**src/rtl/gnt_burst_pkg.sv**
```systemverilog
// Shared types and helpers for the grant-driven burst controller.
// Holds the FSM encoding and the one-hot grant decode used by the decoder.
package gnt_burst_pkg;

    localparam int ID_W    = 2;
    localparam int NUM_REQ = 4;

    typedef enum logic [1:0] {
        IDLE      = 2'd0,
        XFER      = 2'd1,
        DONE      = 2'd2,
        WAIT_DROP = 2'd3
    } state_t;

    // Returns {valid, id}; valid only when exactly one grant bit is set.
    function automatic logic [ID_W:0] onehot4(input logic [NUM_REQ-1:0] g);
        logic [ID_W:0] r;
        r = '0;
        case (g)
            4'b0001: r = {1'b1, 2'd0};
            4'b0010: r = {1'b1, 2'd1};
            4'b0100: r = {1'b1, 2'd2};
            4'b1000: r = {1'b1, 2'd3};
            default: r = '0;
        endcase
        return r;
    endfunction

endpackage

```
**src/rtl/gnt_onehot_dec.sv**
```systemverilog
// Decodes the arbiter's 4-bit grant vector into a single-grant valid/id pair
// and flags any cycle where more than one grant is high.
module gnt_onehot_dec
    import gnt_burst_pkg::*;
(
    input  logic [NUM_REQ-1:0] gnt,
    output logic               valid,
    output logic               multi,
    output logic [ID_W-1:0]    id
);

    logic [ID_W:0] dec;

    assign dec   = onehot4(gnt);
    assign valid = dec[ID_W];
    assign id    = dec[ID_W-1:0];
    // Clearing the lowest set bit leaves something only if two or more were set.
    assign multi = (gnt & (gnt - NUM_REQ'(1))) != '0;

endmodule

```
**src/rtl/gnt_burst_ctrl.sv**
```systemverilog
// Moves a burst of len_N beats from the granted requester onto one valid/ready
// output, then pulses done_N and waits for the grant to drop before re-arming.
module gnt_burst_ctrl
    import gnt_burst_pkg::*;
#(
    parameter int DATA_W  = 8,
    parameter int BEAT_W  = 4,
    parameter int TIMEOUT = 15
) (
    input  logic              clock,
    input  logic              reset,
    input  logic              gnt_0,
    input  logic              gnt_1,
    input  logic              gnt_2,
    input  logic              gnt_3,
    input  logic [BEAT_W-1:0] len_0,
    input  logic [BEAT_W-1:0] len_1,
    input  logic [BEAT_W-1:0] len_2,
    input  logic [BEAT_W-1:0] len_3,
    input  logic [DATA_W-1:0] data_0,
    input  logic [DATA_W-1:0] data_1,
    input  logic [DATA_W-1:0] data_2,
    input  logic [DATA_W-1:0] data_3,
    output logic              beat_rd_0,
    output logic              beat_rd_1,
    output logic              beat_rd_2,
    output logic              beat_rd_3,
    output logic              done_0,
    output logic              done_1,
    output logic              done_2,
    output logic              done_3,
    output logic              out_valid,
    input  logic              out_ready,
    output logic [DATA_W-1:0] out_data,
    output logic [ID_W-1:0]   out_id,
    output logic              out_last,
    output logic              err_onehot,
    output logic              err_timeout,
    output logic [1:0]        dbg_state
);

    localparam int STALL_W = $clog2(TIMEOUT + 1);
    localparam logic [STALL_W-1:0] STALL_LIM = STALL_W'(TIMEOUT - 1);

    logic [NUM_REQ-1:0] gnt;
    logic [BEAT_W-1:0]  len_arr  [NUM_REQ];
    logic [DATA_W-1:0]  data_arr [NUM_REQ];

    assign gnt      = {gnt_3, gnt_2, gnt_1, gnt_0};
    assign len_arr  = '{len_0, len_1, len_2, len_3};
    assign data_arr = '{data_0, data_1, data_2, data_3};

    logic            gnt_valid;
    logic            gnt_multi;
    logic [ID_W-1:0] gnt_id;

    gnt_onehot_dec u_dec (
        .gnt   (gnt),
        .valid (gnt_valid),
        .multi (gnt_multi),
        .id    (gnt_id)
    );

    state_t             state;
    logic [ID_W-1:0]    id;
    logic [BEAT_W-1:0]  remaining;
    logic [STALL_W-1:0] stall_cnt;
    logic [NUM_REQ-1:0] done_q;
    logic [NUM_REQ-1:0] beat_rd;
    logic               id_gnt;
    logic               hs;

    // Valid/ready: a beat moves in any cycle where out_valid and out_ready are
    // both high; out_valid, once raised, holds until that handshake (or an
    // abort/timeout), and out_data must not change while it waits.
    assign id_gnt = gnt[id];
    assign hs     = out_valid & out_ready;

    always_ff @(posedge clock or negedge reset) begin
        if (!reset) begin
            state       <= IDLE;
            id          <= '0;
            remaining   <= '0;
            stall_cnt   <= '0;
            done_q      <= '0;
            out_valid   <= 1'b0;
            err_onehot  <= 1'b0;
            err_timeout <= 1'b0;
        end else begin
            done_q <= '0;
            if (gnt_multi) begin
                err_onehot <= 1'b1;
            end
            case (state)
                IDLE: begin
                    if (gnt_valid) begin
                        id        <= gnt_id;
                        remaining <= len_arr[gnt_id];
                        stall_cnt <= '0;
                        if (len_arr[gnt_id] != '0) begin
                            state     <= XFER;
                            out_valid <= 1'b1;
                        end else begin
                            state  <= DONE;
                            done_q <= NUM_REQ'(1) << gnt_id;
                        end
                    end
                end
                XFER: begin
                    if (hs && remaining != '0) begin
                        remaining <= remaining - 1'b1;
                    end
                    // A withdrawn grant wins over everything else: quietly abandon.
                    if (!id_gnt) begin
                        state     <= IDLE;
                        out_valid <= 1'b0;
                        stall_cnt <= '0;
                    end else if (hs) begin
                        stall_cnt <= '0;
                        if (remaining == BEAT_W'(1)) begin
                            state     <= DONE;
                            out_valid <= 1'b0;
                            done_q    <= NUM_REQ'(1) << id;
                        end
                    end else if (stall_cnt == STALL_LIM) begin
                        err_timeout <= 1'b1;
                        state       <= DONE;
                        out_valid   <= 1'b0;
                        stall_cnt   <= '0;
                        done_q      <= NUM_REQ'(1) << id;
                    end else begin
                        stall_cnt <= stall_cnt + 1'b1;
                    end
                end
                DONE: begin
                    state <= WAIT_DROP;
                end
                WAIT_DROP: begin
                    if (!id_gnt) begin
                        state <= IDLE;
                    end
                end
                default: state <= IDLE;
            endcase
        end
    end

    assign beat_rd   = hs ? (NUM_REQ'(1) << id) : '0;
    assign beat_rd_0 = beat_rd[0];
    assign beat_rd_1 = beat_rd[1];
    assign beat_rd_2 = beat_rd[2];
    assign beat_rd_3 = beat_rd[3];

    assign done_0 = done_q[0];
    assign done_1 = done_q[1];
    assign done_2 = done_q[2];
    assign done_3 = done_q[3];

    // Data is gated so the bus reads zero whenever no beat is offered.
    assign out_data  = out_valid ? data_arr[id] : '0;
    assign out_id    = id;
    assign out_last  = out_valid && (remaining == BEAT_W'(1));
    assign dbg_state = state;

endmodule

```
**config.mk**
```make
export PLATFORM = sky130hd
export DESIGN_NAME = gnt_burst_ctrl
export DESIGN_NICKNAME = d
export VERILOG_FILES = /design/src/rtl/gnt_burst_pkg.sv /design/src/rtl/gnt_onehot_dec.sv /design/src/rtl/gnt_burst_ctrl.sv
export SDC_FILE = /design/constraint.sdc
export NUM_CORES = 1
export LEC_CHECK = 0
export ABC_AREA = 1
export CAP_MARGIN = 20
export CORE_MARGIN = 5
export CORE_UTILIZATION = 25
export DETAILED_ROUTE_END_ITERATION = 12
export HOLD_SLACK_MARGIN = 0.05
export PLACE_DENSITY = 0.68
export SYNTH_ARGS = -nofsm -noshare
export SYNTH_HDL_FRONTEND = slang
export SYNTH_SLANG_ARGS = --single-unit
```
**constraint.sdc**
```tcl
create_clock -name clock -period 1.4 [get_ports clock]
set_input_delay 0.35 -clock clock [delete_from_list [all_inputs] [get_ports clock]]
set_output_delay 0.35 -clock clock [all_outputs]
set_load 0.05 [all_outputs]
```
==> qor.txt <==
WP data arrival: 1.56 ns
Synth cell types: 30
gr usage total: 0.169
Min Hold Slack: 0.393 ns
detailed router's first-iteration violation count: 51
type of element capturing the critical path: primary output
diode count: 0
WL per Instance: 14.8 µm
met2 routed WL: 3.39 mm
Row Count: 28
Area Growth Syn to Fin: 140%
final net count: 413
Synth async-reset ratio: 1.00
full die area: 7720 µm²
pwr/cell area: 1860 nW/µm²
Peak VDD IR: 0.00124 V
synth warn: 0
Die Y: 87.9 µm
slew margin rel.: 0.794
Core Region: 5920 µm²
CP Max Fanout: 5
Worst Setup Slack, final: -0.511 ns
syn avg cell area: 7.15 µm²
Die X: 87.9 µm
Worst Hold Class: in -> reg
Hold Crit Start: gnt_3
crit path launch: out_id[0]
EDFF count, synth: 0
Max stage delay cell, worst path: dfrtp_2
fin util: 0.614
initial antenna violation count: 0
total clock buffers created by CTS: 3
via count: 2,053
cell family with most CP delay: flip-flops
post-route ant nets: 0
Pleak: 1.55 nW
Slew @ Worst Pin: 0.309 ns
first-pass GRT wire length: 10.4 mm
Post-Synthesis Cell Area: 1520 µm²
commonest cells after routing, fill and taps aside: 49 x clkdlybuf4s50_1, 47 x buf_4, 25 x buf_12
Buffers on Ports: 78
RSZ-0062 raised after global routing: yes
vias in the first global route: 2,167
total grt overflow: 0
Yosys top cell area share: 0.314
WL final: 6.33 mm
Clock Skews: 0.00107 ns
min Tclk post-route: 1.91 ns
area leader, netlist: dfrtp_1
Highest Signal Layer: met4
Setup Viol. Count Final: 29
cells along the critical path: inv_4, nor2_4, buf_6, a22oi_2, a31oi_4, buf_12
detailed placer's ending HPWL: 4.58 mm
most common cell after layout, fill and taps aside: clkdlybuf4s50_1
status: finished with violations
#FFs+latches synth: 19
Startpoint Class: flop
r2r startpoint: out_id[0]
Via density: 4.80
Starting Density: 0.256
number of I/O pins: 79
fraction of layout cells with a size suffix above 1: 0.516
CTS tree: built
RD Place Congestion: 0.813
met3 wire length: 329 µm
Main synth FF type: dfrtp_1
largest net degree at the start of global routing: 20
Synthesized Nets: 271
register area share after synthesis: 0.314
Final Max Tran Viols: 0
Worst Setup Path Type: reg -> out
CTS H-tree lvls: 1
Fin. Hold Viols: 0
TritonCTS Sinks: 19
Post-Synthesis Cells: 212
wl on met1: 2.50 mm
max_cap viols: 0
DRC: 0
Clk pin slew, worst setup/hold paths: 0.08 ns
Root Buffer: clkbuf_8
period utilisation layout: 1.36
Initial DRT Pass Iterations: 4
worst path buffer plus inverter count: 3
synth top area cells: dfrtp_1 31%, nand2_1 8.7%, nand3_1 8.3%, nor2_1 6.7%, inv_1 5.9%
FMAX: 523 MHz
worst path required time: 1.05 ns
clk_lat worst skew: 0.27 ns
Max Root-Sink Buffers: 2
CP peak stage delay: 0.48 ns
failing checks: setup timing
[repair_timing]
action | CTS | global route
setup buffers | 16 | 4
pin swaps | 14 | 9
setup endpoints to repair | 34 | 34
hold buffers | 0 | 0
cloned | 3 | 0
resized for setup | 75 | 28
[logic make-up (layout without fill, tap and decap cells)]
kind of cell	after synthesis	after routing	share of synthesized area
XOR/XNOR	3	3	0.0173
flip-flops	19	19	0.314
AO/OA/AOI/OAI	44	44	0.181
adder cells (fa/ha/maj)	4	4	0.0330
buffers and inverters	29	169	0.0776
AND/OR/NAND/NOR	113	114	0.377
[through the flow]
step / total power, mW / setup slack [ns] / std cells / instance area [µm²] / TNS [ns]
3_3_place_gp: 5.14 / -0.621 / 401 / 3130 / -13.49
2_1_floorplan: 3.27 / -0.316 / 212 / 1750 / -4.36
4_1_cts: 6.46 / -0.485 / 424 / 3540 / -10.29
3_5_place_dp: 5.21 / -0.708 / 401 / 3130 / -14.83
5_1_grt: 7.15 / -0.562 / 428 / 3640 / -12.77
6_report: 6.77 / -0.511 / 428 / 3640 / -10.94
[power breakdown]
part | switching [mW] | total (mW) | internal [mW]
clock network | 0.224 | 0.423 | 0.199
logic | 2.79 | 5.32 | 2.53
registers | 0.301 | 1.03 | 0.725
[worst min-delay path: cells and delay by family]
family	cells	cell delay (ns)
compound gates	2	0.14
buf+inv	1	0.13
[final cells by class]
type / count / area [µm²]
Fill cell: 491 / 2280
Timing Repair Buffer: 137 / 1510
Multi-Input combinational cell: 165 / 1360
Sequential cell: 19 / 488
Inverter: 26 / 123
Tap cell: 75 / 93.8
Clock buffer: 3 / 41.3
Timing Repair inverter: 2 / 25.0
Clock inverter: 1 / 5.00
[worst paths after layout]
kind                       slack [ns]  cells past startpoint      endpoint
min reg2reg                      0.55                      2   err_timeout
max in group asynchronous        0.75                      2     out_id[1]
min                              0.39                      3    err_onehot
max                             -0.51                      6   out_data[6]
max reg2reg                     -0.47                     10  dbg_state[1]
min in group asynchronous        0.42                      2  stall_cnt[0]
[synth_stat cells (4+ instances only)]
| cell type | number |
|---|---|
| nand2_2 | 5 |
| a22oi_1 | 9 |
| nand3_1 | 25 |
| o22ai_1 | 4 |
| ha_1 | 4 |
| nor2_1 | 27 |
| a21oi_1 | 6 |
| a31oi_1 | 9 |
| dfrtp_1 | 19 |
| nand4_1 | 5 |
| nor2_4 | 5 |
| nand2_1 | 35 |
| o21ai_0 | 8 |
| inv_1 | 24 |
[layer usage]
metal	track usage	vias up
li1	-	1015
met4	0.0335	0
met2	0.325	62
met1	0.192	964
met3	0.0339	12
met5	0	-
[state kept, by name, summed over array words and instances (netlist names)]
register and count:
out_valid 1, out_id 2, remaining 4, stall_cnt 4, done_q 4, err_onehot 1, err_timeout 1, dbg_state 2
Note: power is estimated with default switching activity, not from simulation.
